[config.mk]
export PLATFORM = sky130hd
export DESIGN_NAME = idex_stage_buffer
export DESIGN_NICKNAME = d
export VERILOG_FILES = /design/src/rtl/idex_stage_buffer.sv
export SDC_FILE = /design/constraint.sdc
export NUM_CORES = 1
export LEC_CHECK = 0
export CAP_MARGIN = 10
export CORE_ASPECT_RATIO = 0.75
export CORE_UTILIZATION = 49
export DETAILED_ROUTE_END_ITERATION = 7
export GPL_TIMING_DRIVEN = 0
export PLACE_DENSITY = 0.88
export SETUP_SLACK_MARGIN = 0.3
export SLEW_MARGIN = 20
export SYNTH_ARGS = -nofsm -noshare
export SYNTH_HDL_FRONTEND = slang
export SYNTH_SLANG_ARGS = --single-unit
[constraint.sdc]
create_clock -name clk -period 2.71 [get_ports clk]
set_input_delay 0.4065 -clock clk [delete_from_list [all_inputs] [get_ports clk]]
set_output_delay 0.4065 -clock clk [all_outputs]
set_load 0.1 [all_outputs]
[src/rtl/idex_stage_buffer.sv]
// ---------------------------------------------------------------------------
// idex_stage_buffer
//   ID -> EX pipeline register with a one-entry skid buffer. The handshake
//   outputs (in_ready, out_valid) come from state only, so there is no
//   combinational path from input to output. A flush squashes all held
//   payloads. A saturating counter records EX-idle cycles.
//
// Ports
//   clk, rst_n                   clock, asynchronous active-low reset
//   in_valid / in_ready          upstream (ID) handshake
//   in_pc, in_inst, in_rs, in_rt payload from ID
//   in_ctrl_*                    control bits / ALU opcode from ID
//   out_valid / out_ready        downstream (EX) handshake
//   out_*                        registered payload presented to EX
//   flush                        synchronous squash of held payloads
//   bubble_clr                   synchronous clear of bubble_cnt
//   bubble_cnt                   saturating count of EX-idle cycles
//
// state | meaning
// EMPTY | nothing held; upstream may push
// ONE   | main holds the payload shown to EX; upstream may push
// TWO   | main shown to EX, skid holds the next payload; upstream stalled
// ---------------------------------------------------------------------------
module idex_stage_buffer #(
  parameter int PC_W    = 32,
  parameter int INST_W  = 32,
  parameter int DATA_W  = 32,
  parameter int ALUOP_W = 4,
  parameter int CNT_W   = 16
) (
  input  logic               clk,
  input  logic               rst_n,
  input  logic               in_valid,
  output logic               in_ready,
  input  logic [PC_W-1:0]    in_pc,
  input  logic [INST_W-1:0]  in_inst,
  input  logic [DATA_W-1:0]  in_rs,
  input  logic [DATA_W-1:0]  in_rt,
  input  logic               in_ctrl_mread,
  input  logic               in_ctrl_mwrite,
  input  logic               in_ctrl_regwrite,
  input  logic [ALUOP_W-1:0] in_ctrl_aluop,
  output logic               out_valid,
  input  logic               out_ready,
  output logic [PC_W-1:0]    out_pc,
  output logic [INST_W-1:0]  out_inst,
  output logic [DATA_W-1:0]  out_rs,
  output logic [DATA_W-1:0]  out_rt,
  output logic               out_ctrl_mread,
  output logic               out_ctrl_mwrite,
  output logic               out_ctrl_regwrite,
  output logic [ALUOP_W-1:0] out_ctrl_aluop,
  input  logic               flush,
  input  logic               bubble_clr,
  output logic [CNT_W-1:0]   bubble_cnt
);

  typedef enum logic [1:0] {
    EMPTY = 2'd0,
    ONE   = 2'd1,
    TWO   = 2'd2
  } state_e;

  state_e state_q, state_d;

  logic [PC_W-1:0]    main_pc_q, skid_pc_q;
  logic [INST_W-1:0]  main_inst_q, skid_inst_q;
  logic [DATA_W-1:0]  main_rs_q, skid_rs_q;
  logic [DATA_W-1:0]  main_rt_q, skid_rt_q;
  logic               main_mread_q, skid_mread_q;
  logic               main_mwrite_q, skid_mwrite_q;
  logic               main_regwrite_q, skid_regwrite_q;
  logic [ALUOP_W-1:0] main_aluop_q, skid_aluop_q;

  logic [CNT_W-1:0]   bubble_cnt_q, bubble_cnt_d;

  logic accept, consume;
  logic load_main_in, load_main_skid, load_skid_in;

  assign out_valid = (state_q != EMPTY);
  assign in_ready  = (state_q != TWO);
  assign accept    = in_valid & in_ready;
  assign consume   = out_valid & out_ready;

  always_comb begin
    state_d        = state_q;
    load_main_in   = 1'b0;
    load_main_skid = 1'b0;
    load_skid_in   = 1'b0;
    if (flush) begin
      // Accepted data is dropped; a same-cycle consume needs no action.
      state_d = EMPTY;
    end else begin
      unique case (state_q)
        EMPTY: begin
          if (accept) begin
            state_d      = ONE;
            load_main_in = 1'b1;
          end
        end
        ONE: begin
          if (accept && consume) begin
            load_main_in = 1'b1;
          end else if (accept) begin
            state_d      = TWO;
            load_skid_in = 1'b1;
          end else if (consume) begin
            state_d = EMPTY;
          end
        end
        TWO: begin
          if (consume) begin
            state_d        = ONE;
            load_main_skid = 1'b1;
          end
        end
        default: state_d = EMPTY;
      endcase
    end
  end

  always_comb begin
    bubble_cnt_d = bubble_cnt_q;
    if (bubble_clr) begin
      bubble_cnt_d = '0;
    end else if (!out_valid && out_ready && (bubble_cnt_q != {CNT_W{1'b1}})) begin
      bubble_cnt_d = bubble_cnt_q + CNT_W'(1);
    end
  end

  always_ff @(posedge clk or negedge rst_n) begin
    if (!rst_n) begin
      state_q         <= EMPTY;
      main_pc_q       <= '0;
      main_inst_q     <= '0;
      main_rs_q       <= '0;
      main_rt_q       <= '0;
      main_mread_q    <= 1'b0;
      main_mwrite_q   <= 1'b0;
      main_regwrite_q <= 1'b0;
      main_aluop_q    <= '0;
      skid_pc_q       <= '0;
      skid_inst_q     <= '0;
      skid_rs_q       <= '0;
      skid_rt_q       <= '0;
      skid_mread_q    <= 1'b0;
      skid_mwrite_q   <= 1'b0;
      skid_regwrite_q <= 1'b0;
      skid_aluop_q    <= '0;
      bubble_cnt_q    <= '0;
    end else begin
      state_q      <= state_d;
      bubble_cnt_q <= bubble_cnt_d;
      if (load_main_in) begin
        main_pc_q       <= in_pc;
        main_inst_q     <= in_inst;
        main_rs_q       <= in_rs;
        main_rt_q       <= in_rt;
        main_mread_q    <= in_ctrl_mread;
        main_mwrite_q   <= in_ctrl_mwrite;
        main_regwrite_q <= in_ctrl_regwrite;
        main_aluop_q    <= in_ctrl_aluop;
      end else if (load_main_skid) begin
        main_pc_q       <= skid_pc_q;
        main_inst_q     <= skid_inst_q;
        main_rs_q       <= skid_rs_q;
        main_rt_q       <= skid_rt_q;
        main_mread_q    <= skid_mread_q;
        main_mwrite_q   <= skid_mwrite_q;
        main_regwrite_q <= skid_regwrite_q;
        main_aluop_q    <= skid_aluop_q;
      end
      if (load_skid_in) begin
        skid_pc_q       <= in_pc;
        skid_inst_q     <= in_inst;
        skid_rs_q       <= in_rs;
        skid_rt_q       <= in_rt;
        skid_mread_q    <= in_ctrl_mread;
        skid_mwrite_q   <= in_ctrl_mwrite;
        skid_regwrite_q <= in_ctrl_regwrite;
        skid_aluop_q    <= in_ctrl_aluop;
      end
    end
  end

  // Data fields keep the last main contents; control is masked so an idle
  // EX stage never sees a stale memory or register-file write.
  assign out_pc            = main_pc_q;
  assign out_inst          = main_inst_q;
  assign out_rs            = main_rs_q;
  assign out_rt            = main_rt_q;
  assign out_ctrl_mread    = main_mread_q & out_valid;
  assign out_ctrl_mwrite   = main_mwrite_q & out_valid;
  assign out_ctrl_regwrite = main_regwrite_q & out_valid;
  assign out_ctrl_aluop    = out_valid ? main_aluop_q : '0;
  assign bubble_cnt        = bubble_cnt_q;

endmodule
==> results of run 1 <==
## Yosys cell counts, drive strengths merged, types with 3 or more instances
cell type,number,area (µm²)
nor4,4,25.0
o31ai,6,45.0
nor2,8,30.0
clkbuf,40,150
o21ai,3,15.0
or4,7,56.3
or3,4,25.0
nor2b,12,75.1
nand4,5,31.3
nand2b,4,25.0
nand2,273,1020
dfrtp,288,7210
nor3,7,45.0
a22oi,135,1010
inv,3,11.3
nand3,6,30.0
mux2,138,1550
buf,22,103
a21oi,12,60.1
## stage by stage
stage | setup TNS [ns] | area [µm²] | utilization (%) | worst slack, ns
after CTS | 0 | 15900 | 68.4 | 0.331
after floorplan | 0 | 11700 | - | 0.349
after global routing | 0 | 15900 | 68.5 | 0.285
final | 0 | 15900 | 68.5 | 0.346
after detailed placement | -68.80 | 15100 | 65.0 | -0.549
after global placement | -3229.21 | 15000 | 64.6 | -12.01
## where the power goes
group | total (W) | internal (W) | switching, W
logic | 0.00440 | 0.00103 | 0.00337
clock network | 0.00389 | 0.00228 | 0.00161
registers | 0.00574 | 0.00523 | 0.000508
total | 0.0140 | 0.00854 | 0.00549
## path summary, 6_finish.rpt
path / endpoint / cells past startpoint
worst min register to register: out_pc[1] / 2
worst max register to register: out_inst[27] / 7
worst max-delay path: out_ctrl_mread / 3
min in group clk: bubble_cnt[2] / 2
max in group asynchronous: bubble_cnt[10] / 4
worst min-delay path: skid_rs_q[10] / 2
## state kept, by name, indices dropped and copies added (netlist names)
| register | cells |
|---|---|
| skid_mwrite_q | 1 |
| out_pc | 32 |
| state_q | 2 |
| main_regwrite_q | 1 |
| skid_regwrite_q | 1 |
| out_rs | 32 |
| skid_mread_q | 1 |
| skid_aluop_q | 4 |
| skid_rt_q | 32 |
| out_rt | 32 |
| skid_pc_q | 32 |
| skid_inst_q | 32 |
| main_mread_q | 1 |
| skid_rs_q | 32 |
| main_mwrite_q | 1 |
| main_aluop_q | 4 |
| bubble_cnt | 16 |
| out_inst | 32 |
## logic make-up after synthesis
| logic type | after synthesis | share of synthesized area [%] |
|---|---|---|
| and+or+nand+nor | 337 | 12.2 |
| muxes | 139 | 13.4 |
| buffers and inverters | 65 | 2.26 |
| DFF | 288 | 61.8 |
| AOI/OAI and AO/OA | 163 | 10.2 |
| adders and majority gates | 1 | 0.107 |
## cells in the final DEF, fill, tap and decap left out, types with 5 or more instances in the layout
cell and count:
clkdlybuf4s50_1 138, a21oi_1 12, clkbuf_1 43, clkdlybuf4s15_2 9, clkbuf_16 29, nor2b_1 12
nor2_1 7, mux2_1 117, dfrtp_1 282, o31ai_1 6, nand3_1 6, a22oi_1 135
or4_1 6, nor3_1 5, nand2_1 273, dfrtp_2 6, clkbuf_8 5, nand4_1 5
mux2_2 21, dlygate4sd2_1 144, buf_2 16, clkbuf_2 8
## timing repair
item / CTS / global route
endpoints found under the setup margin: 308 / 64
endpoints found under the hold margin: 43 / 0
setup buffers: 2 / 0
resized for setup: 177 / 15
pin swaps: 2 / 0
hold buffers: 1 / 0
## final cells by class
| class | instances | area (µm²) | share of cell area, % |
|---|---|---|---|
| clock inverters | 6 | 80.1 | 0.504 |
| well taps | 300 | 375 | 2.36 |
| plain buffers | 62 | 267 | 1.68 |
| flip-flops and latches | 288 | 7210 | 45.4 |
| inverters | 3 | 11.3 | 0.0709 |
| multi-input cells | 640 | 4230 | 26.7 |
| repair buffers | 298 | 2870 | 18.1 |
| clock buffers | 43 | 828 | 5.22 |
## routing by layer
layer	up-vias	GRT usage, %
li1	4147	-
met1	4603	34.4
met2	364	42.6
met3	56	6.40
met4	0	7.60
met5	-	0
==> out/results.ini, run 1 <==
[run_status]
status=finished clean

[routing]
avgRoutedWirePerCell_um=19.1
routed.top_layer=met4
dr.pass1.iters=5
met1_length_um=12900
vias=9170
drt_iter0_markers=611
dr_wl_met3_um=2580
wl_met2_um=15100
wl_um=31400
drc_errors=0
ant_nets=0
vias_per_cell=5.59

[global_routing]
grt_util_all_layers_pct=25.9
grt_pass1_vias=9340
antenna_found_initial=0
gr-total-overflow=0
grt_pass1_wl_um=50200
grt_max_degree=97

[sta]
setup_viol=0
slew_viol_final=0
fin_hold_ws_ns=0.347
fmax_ghz=0.423
min_period_ns=2.36
skew_ns=0.0246
hold_viol_final=0
rsz0062_at_grt=true
max-slew-margin-rel_pct=30.8
worst_slew_pin_slew_ns=1.04
fin_crit_sh_pct=87.2

[setup_path]
critPathArrivalTime_ns=1.96
end_kind=output pin
crit_start=state_q[0]
rr_startpoint=state_q[1]
critPathKind=flip-flop to output pin
crit_family=buffers and inverters
crit_required_ns=2.30
crit_buf_inv=1
cp_max_fo=9
reg2reg_slack_ns=0.41
critPathMaxStageDelay_ns=0.58
slowest_stage=clkdlybuf4s15_2
worstSetupStartpointType=flip-flop
crit_chain=nor2_4 -> nor2b_1 -> clkdlybuf4s15_2

[logic_synthesis]
syn_nets=1135
synth-seq-area-share_pct=61.8
yosys_register_bits=288
syn_inst=993
syn_avg_cell_area_um2=11.7
synth-async-reset-ratio_pct=100
syn_area_um2=11700
synth_edf_count=0
synth_cell_types=36
synthFlopType=dfrtp_1
yosysWarnings=0

[pwr]
total_power_w=0.0140
power_density_nw_per_um2=884
ir_worst_vdd_mv=0.688
leakagePower_nw=7.62

[cells_and_area]
instances_no_fill=1640
drive_gt1_share_pct=8.51
nNetsFinal=1463
num_antenna_cells=0
fillers=1655
area_growth_pct=36.1

[die]
start_util_pct=50.3
num_rows=48
fp.dieW_um=180
coreArea_um2=23200
die_y_um=136
ioPinCount=294
fp.dieArea_um2=24400

[placement]
placed_cells_incl_taps=1588
dp_hpwl_um=21400
gp_congestion=0.838
port_buffers=292

[cts]
numCtsBuffers=28
cts_max_level=1
clk_path_buf_depth=3
clkTransAtPathRegs_ns=0.06
cts_root_buffer=clkbuf_16
clock_sinks=288
cts_tree=done
worstSkewPairLatency_ns=0.54

[min_path]
min_path_type=input port to asynchronous set/reset pin

[job]
maxCapViolations=0

(Power assumes the default switching activity.)
==> inputs of run 2 (changes only) <==
--- a/config.mk
+++ b/config.mk
@@ -11,6 +11,7 @@
 export DETAILED_ROUTE_END_ITERATION = 7
 export GPL_TIMING_DRIVEN = 0
 export PLACE_DENSITY = 0.88
+export RECOVER_POWER = 50
 export SETUP_SLACK_MARGIN = 0.3
 export SLEW_MARGIN = 20
 export SYNTH_ARGS = -nofsm -noshare
==> out/results.ini, run 2 (synthesis gave the netlist of run 1 again) <==
[cells_and_area]
final_cell_mix=dfrtp_1, nand2_1, clkdlybuf4s50_1  ; was dfrtp_1, nand2_1, dlygate4sd2_1
fillers=1672  ; was 1655
seqCellArea_um2=7210  ; about the same
final_common_cell=dfrtp_1  ; unchanged
num_antenna_cells=0  ; unchanged
multi_input_area_um2=4230  ; about the same
area_growth_pct=35.0  ; was 36.1%
nNetsFinal=1463  ; unchanged
drive_gt1_share_pct=8.13  ; was 8.51%

[setup_path]
crit_required_ns=2.30  ; about the same
critPathKind=flip-flop to output pin  ; unchanged
worstSetupStartpointType=flip-flop  ; unchanged
critPathArrivalTime_ns=1.95  ; was 1.96 ns
cp_max_fo=9  ; unchanged
end_kind=output pin  ; unchanged

[run_status]
status=finished clean  ; unchanged

[placement]
dp_hpwl_um=21400  ; unchanged
port_buffers=292  ; unchanged
gp_congestion=0.838  ; unchanged
preCtsSetupSlack_ns=-0.549  ; unchanged

[routing]
wl_um=31500  ; was 31400 µm
dr.pass1.iters=5  ; unchanged
vias_per_cell=5.63  ; was 5.59
avgRoutedWirePerCell_um=19.2  ; was 19.1 µm
vias=9233  ; was 9170
ant_nets=0  ; unchanged
drt_iter0_markers=607  ; was 611
drc_errors=0  ; unchanged

[die]
die_y_um=136  ; unchanged
start_util_pct=50.3  ; unchanged
coreArea_um2=23200  ; unchanged
fp.dieArea_um2=24400  ; unchanged
ioPinCount=294  ; unchanged
num_rows=48  ; unchanged
fp.dieW_um=180  ; unchanged

[sta]
fin_crit_sh_pct=86.8  ; was 87.2%
fin_ws_ns=0.358  ; was 0.346 ns
setup_viol=0  ; unchanged
max-slew-margin-rel_pct=21.5  ; was 30.8%
slew_viol_final=0  ; unchanged
skew_ns=0.0201  ; was 0.0246 ns
hold_viol_final=0  ; unchanged
worst_slew_pin_slew_ns=1.18  ; was 1.04 ns
fin_hold_ws_ns=0.389  ; was 0.347 ns
min_period_ns=2.35  ; was 2.36 ns
fmax_ghz=0.425  ; was 0.423 GHz
fin_setup_tns_ns=0  ; unchanged
rsz0062_at_grt=true  ; unchanged

[cts]
cts_max_level=1  ; unchanged
cts_tree=done  ; unchanged
clk_path_buf_depth=3  ; unchanged
clock_sinks=288  ; unchanged
clkTransAtPathRegs_ns=0.06  ; about the same
worstSkewPairLatency_ns=0.54  ; about the same
cts_root_buffer=clkbuf_16  ; unchanged
numCtsBuffers=28  ; unchanged

[pwr]
power_density_nw_per_um2=890  ; was 884 nW/µm²
leakagePower_nw=7.50  ; was 7.62 nW
ir_worst_vdd_mv=0.688  ; about the same
total_power_w=0.0140  ; about the same

[min_path]
min_path_type=input port to flip-flop  ; was input port to asynchronous set/reset pin

[global_routing]
met3_usage_pct=6.40  ; unchanged
grt_pass1_wl_um=50200  ; unchanged
grt_pass1_vias=9340  ; unchanged
gr-total-overflow=0  ; unchanged
grt_busiest_layer=met2  ; unchanged
met2_usage_pct=42.6  ; unchanged
grt_max_degree=97  ; unchanged
grtUsageMet1_pct=34.4  ; unchanged
grt_util_all_layers_pct=25.9  ; unchanged
antenna_found_initial=0  ; unchanged

[job]
maxCapViolations=0  ; unchanged

[run 2: changes by cell type in the layout (fill, tap and decap cells not counted), sizes merged]
cell         delta
clkbuf         +24
dlygate4sd2    -20
buf             -4
[run 2: final cells by class]
type,count,area share (%)
buffer,62,1.67
clock buffer,43,5.26
tap,300,2.38
timing repair buffer,298,17.4
multi-input combinational,640,26.9
inverter,3,0.0715
sequential,288,45.8
clock inverter,6,0.509
[run 2: worst max-delay path, stage by stage (launching register included)]
cell,delay (ns)
dfrtp_1,0.55
nor2_4,0.13
nor2b_1,0.16
clkdlybuf4s15_2,0.58
[run 2: timing repair]
item	CTS	global route
resized for setup	177	15
setup endpoints to repair	308	64
pin swaps	2	0
buffers inserted	2	0
hold buffers	1	0
hold endpoints to repair	43	0
[run 2: power by group]
| part | internal (W) | leakage [nW] | switching [W] | total [W] |
|---|---|---|---|---|
| combinational | 0.000996 | 3.48 | 0.00337 | 0.00437 |
| clock | 0.00228 | 0.448 | 0.00161 | 0.00389 |
| sequential | 0.00523 | 3.57 | 0.000514 | 0.00575 |
[run 2: through the flow]
step	util (%)	std cells	area, µm²
5_1_grt	67.9	1640	15700
3_5_place_dp	65.0	1588	15100
4_1_cts	68.4	1640	15900
2_1_floorplan	-	993	11700
3_3_place_gp	64.6	1585	15000
6_report	67.9	1640	15700
[run 2: final timing paths]
kind                                        to        from  slack (ns)  depth (start not counted)
worst min register to register       out_pc[1]   out_pc[1]        0.47                          2
min in group asynchronous        skid_rs_q[10]       rst_n        0.63                          2
max in group asynchronous        bubble_cnt[6]       rst_n        0.56                          3
worst max register to register   skid_rt_q[24]  state_q[0]        0.39                          5
worst max-delay path            out_ctrl_mread  state_q[0]        0.36                          3
worst min-delay path             bubble_cnt[2]  bubble_clr        0.39                          2
[run 2: per-layer routing]
layer | vias up | share of wire [%]
li1 | 4143 | -
met1 | 4689 | 42
met2 | 344 | 48
met3 | 57 | 7.7
met4 | 0 | 2.7
met5 | - | 0
==> inputs of run 3 (changes only) <==
--- a/config.mk
+++ b/config.mk
@@ -10,7 +10,7 @@
 export CORE_UTILIZATION = 49
 export DETAILED_ROUTE_END_ITERATION = 7
 export GPL_TIMING_DRIVEN = 0
-export PLACE_DENSITY = 0.88
+export PLACE_DENSITY = 0.83
 export RECOVER_POWER = 50
 export SETUP_SLACK_MARGIN = 0.3
 export SLEW_MARGIN = 20
==> out/results.ini, run 3 (synthesis gave the netlist of run 1 again) <==
[run_status]
status=finished clean  ; unchanged

[setup_path]
reg2reg_slack_ns=0.33  ; was 0.39 ns
end_kind=flip-flop  ; was output pin
cp_max_fo=10  ; was 9
critPathKind=flip-flop to flip-flop  ; was flip-flop to output pin
r2r_cells=6  ; was 5
crit_required_ns=3.13  ; was 2.30 ns
critPathArrivalTime_ns=2.80  ; was 1.95 ns
worstSetupStartpointType=flip-flop  ; unchanged

[global_routing]
grt_pass1_vias=9327  ; was 9340
grt_util_all_layers_pct=26.0  ; was 25.9%
grt_pass1_wl_um=50200  ; about the same
gr-total-overflow=0  ; unchanged
grt_max_degree=100  ; was 97
antenna_found_initial=1  ; was 0

[cts]
cts_root_buffer=clkbuf_16  ; unchanged
clock_sinks=288  ; unchanged
clk_path_buf_depth=3  ; unchanged
worstSkewPairLatency_ns=0.55  ; was 0.54 ns
numCtsBuffers=28  ; unchanged
cts_tree=done  ; unchanged
clkTransAtPathRegs_ns=0.07  ; was 0.06 ns
cts_max_level=1  ; unchanged

[sta]
fin_ws_ns=0.329  ; was 0.358 ns
skew_ns=0.0217  ; was 0.0201 ns
slew_viol_final=0  ; unchanged
max-slew-margin-rel_pct=12.2  ; was 21.5%
hold_viol_final=0  ; unchanged
setup_viol=0  ; unchanged
worst_slew_pin_slew_ns=1.32  ; was 1.18 ns
fin_crit_sh_pct=87.9  ; was 86.8%
min_period_ns=2.38  ; was 2.35 ns
fmax_ghz=0.420  ; was 0.425 GHz
fin_setup_tns_ns=0  ; unchanged
rsz0062_at_grt=true  ; unchanged

[pwr]
leakagePower_nw=7.59  ; was 7.50 nW
p_seq_share_pct=41.0  ; about the same
swShare_pct=39.5  ; was 39.3%
ir_worst_vdd_mv=0.591  ; was 0.688 mV
total_power_w=0.0140  ; about the same
pwr-share-clk_pct=27.6  ; was 27.8%
p_comb_share_pct=31.4  ; was 31.2%
switching_power_w=0.00552  ; was 0.00550 W
power_density_nw_per_um2=883  ; was 890 nW/µm²
p_int_w=0.00847  ; was 0.00851 W

[cells_and_area]
final_cell_area_um2=15800  ; was 15700 µm²
nNetsFinal=1464  ; was 1463
num_antenna_cells=0  ; unchanged
final_cell_mix=dfrtp_1, nand2_1, dlygate4sd2_1  ; was dfrtp_1, nand2_1, clkdlybuf4s50_1
final_common_cell=dfrtp_1  ; unchanged
instances_no_fill=1642  ; was 1640
seqCellArea_um2=7210  ; unchanged
multi_input_area_um2=4210  ; was 4230 µm²
fillers=1741  ; was 1672
drive_gt1_share_pct=7.90  ; was 8.13%
area_growth_pct=35.8  ; was 35.0%

[die]
fp.dieW_um=180  ; unchanged
coreArea_um2=23200  ; unchanged
fp.dieArea_um2=24400  ; unchanged
start_util_pct=50.3  ; unchanged
ioPinCount=294  ; unchanged
die_y_um=136  ; unchanged
num_rows=48  ; unchanged

[routing]
avgRoutedWirePerCell_um=19.2  ; about the same
dr.pass1.iters=5  ; unchanged
wl_um=31500  ; about the same
ant_nets=0  ; unchanged
vias=9202  ; was 9233
drc_errors=0  ; unchanged
drt_iter0_markers=764  ; was 607
vias_per_cell=5.60  ; was 5.63

[min_path]
hold-path-cell-count=2  ; unchanged
min_path_type=input port to flip-flop  ; unchanged

[placement]
gp_congestion=0.860  ; was 0.838
placed_cells_incl_taps=1587  ; was 1588
placed_cell_area_um2=15000  ; was 15100 µm²
dp_hpwl_um=21300  ; was 21400 µm
port_buffers=292  ; unchanged
preCtsSetupSlack_ns=-0.525  ; was -0.549 ns

[job]
maxCapViolations=0  ; unchanged

[run 3: cell count changes in the layout (fill, tap and decap cells not counted), sizes merged]
cell | previous run | this run
clkdlybuf4s15 | 9 | 6
clkinvlp | 0 | 1
clkbuf | 110 | 85
clkinv | 4 | 7
buf | 21 | 26
clkdlybuf4s18 | 0 | 2
dlygate4sd2 | 124 | 144
bufinv | 2 | 1
[run 3: what timing repair did]
action,4_1_cts,5_1_grt
gates resized for setup,177,5
buffers inserted,4,0
setup endpoints to repair,305,7
pin swaps,2,0
hold buffers,1,0
hold endpoints to repair,90,0
[run 3: power by group through the flow]
stage	clock network, W	logic [W]	registers, W
2_1_floorplan	0	0.000925	0.00808
3_3_place_gp	0	0.00453	0.00576
3_5_place_dp	0	0.00462	0.00579
4_1_cts	0.00392	0.00441	0.00573
5_1_grt	0.00410	0.00459	0.00584
6_report	0.00387	0.00439	0.00574
[run 3: final cells by class]
class | count | area share [%]
Buffer | 62 | 1.59
Clock buffer | 41 | 5.24
Clock inverter | 9 | 0.529
Inverter | 3 | 0.0711
Multi-Input combinational cell | 640 | 26.6
Sequential cell | 288 | 45.5
Tap cell | 300 | 2.37
Timing Repair Buffer | 299 | 18.1
[run 3: critical path, cell delays in order, from the launching register on]
cell and delay (ns):
dfrtp_1 0.49, nand2b_1 0.24, nor3_1 0.33, buf_12 0.17, buf_12 0.11, clkbuf_1 0.50
mux2_2 0.41
[run 3: layer usage]
metal | up-vias | part of all wire [%] | wire (µm) | global-route usage (%)
met1 | 4604 | 43 | 13500 | 35.2
met2 | 370 | 45 | 14300 | 41.2
li1 | 4156 | - | - | -
met4 | 2 | 3.0 | 957 | 7.98
met5 | - | 0.041 | 13 | 0
met3 | 70 | 8.6 | 2700 | 7.10
[run 3: through the flow]
stage | util [%] | hold slack [ns]
after floorplan | - | 0.111
after global placement | 64.6 | 0.454
after detailed placement | 64.9 | 0.455
after CTS | 68.5 | 0.391
after global routing | 68.3 | 0.423
final | 68.3 | 0.418
[run 3: final timing paths]
| check | end | from |
|---|---|---|
| setup / recovery | skid_pc_q[26] | state_q[1] |
| hold / removal | bubble_cnt[13] | bubble_clr |
| setup reg to reg | skid_pc_q[26] | state_q[1] |
| hold reg to reg | main_aluop_q[2] | main_aluop_q[2] |
| max in group asynchronous | skid_rs_q[9] | rst_n |
| min in group asynchronous | bubble_cnt[9] | rst_n |
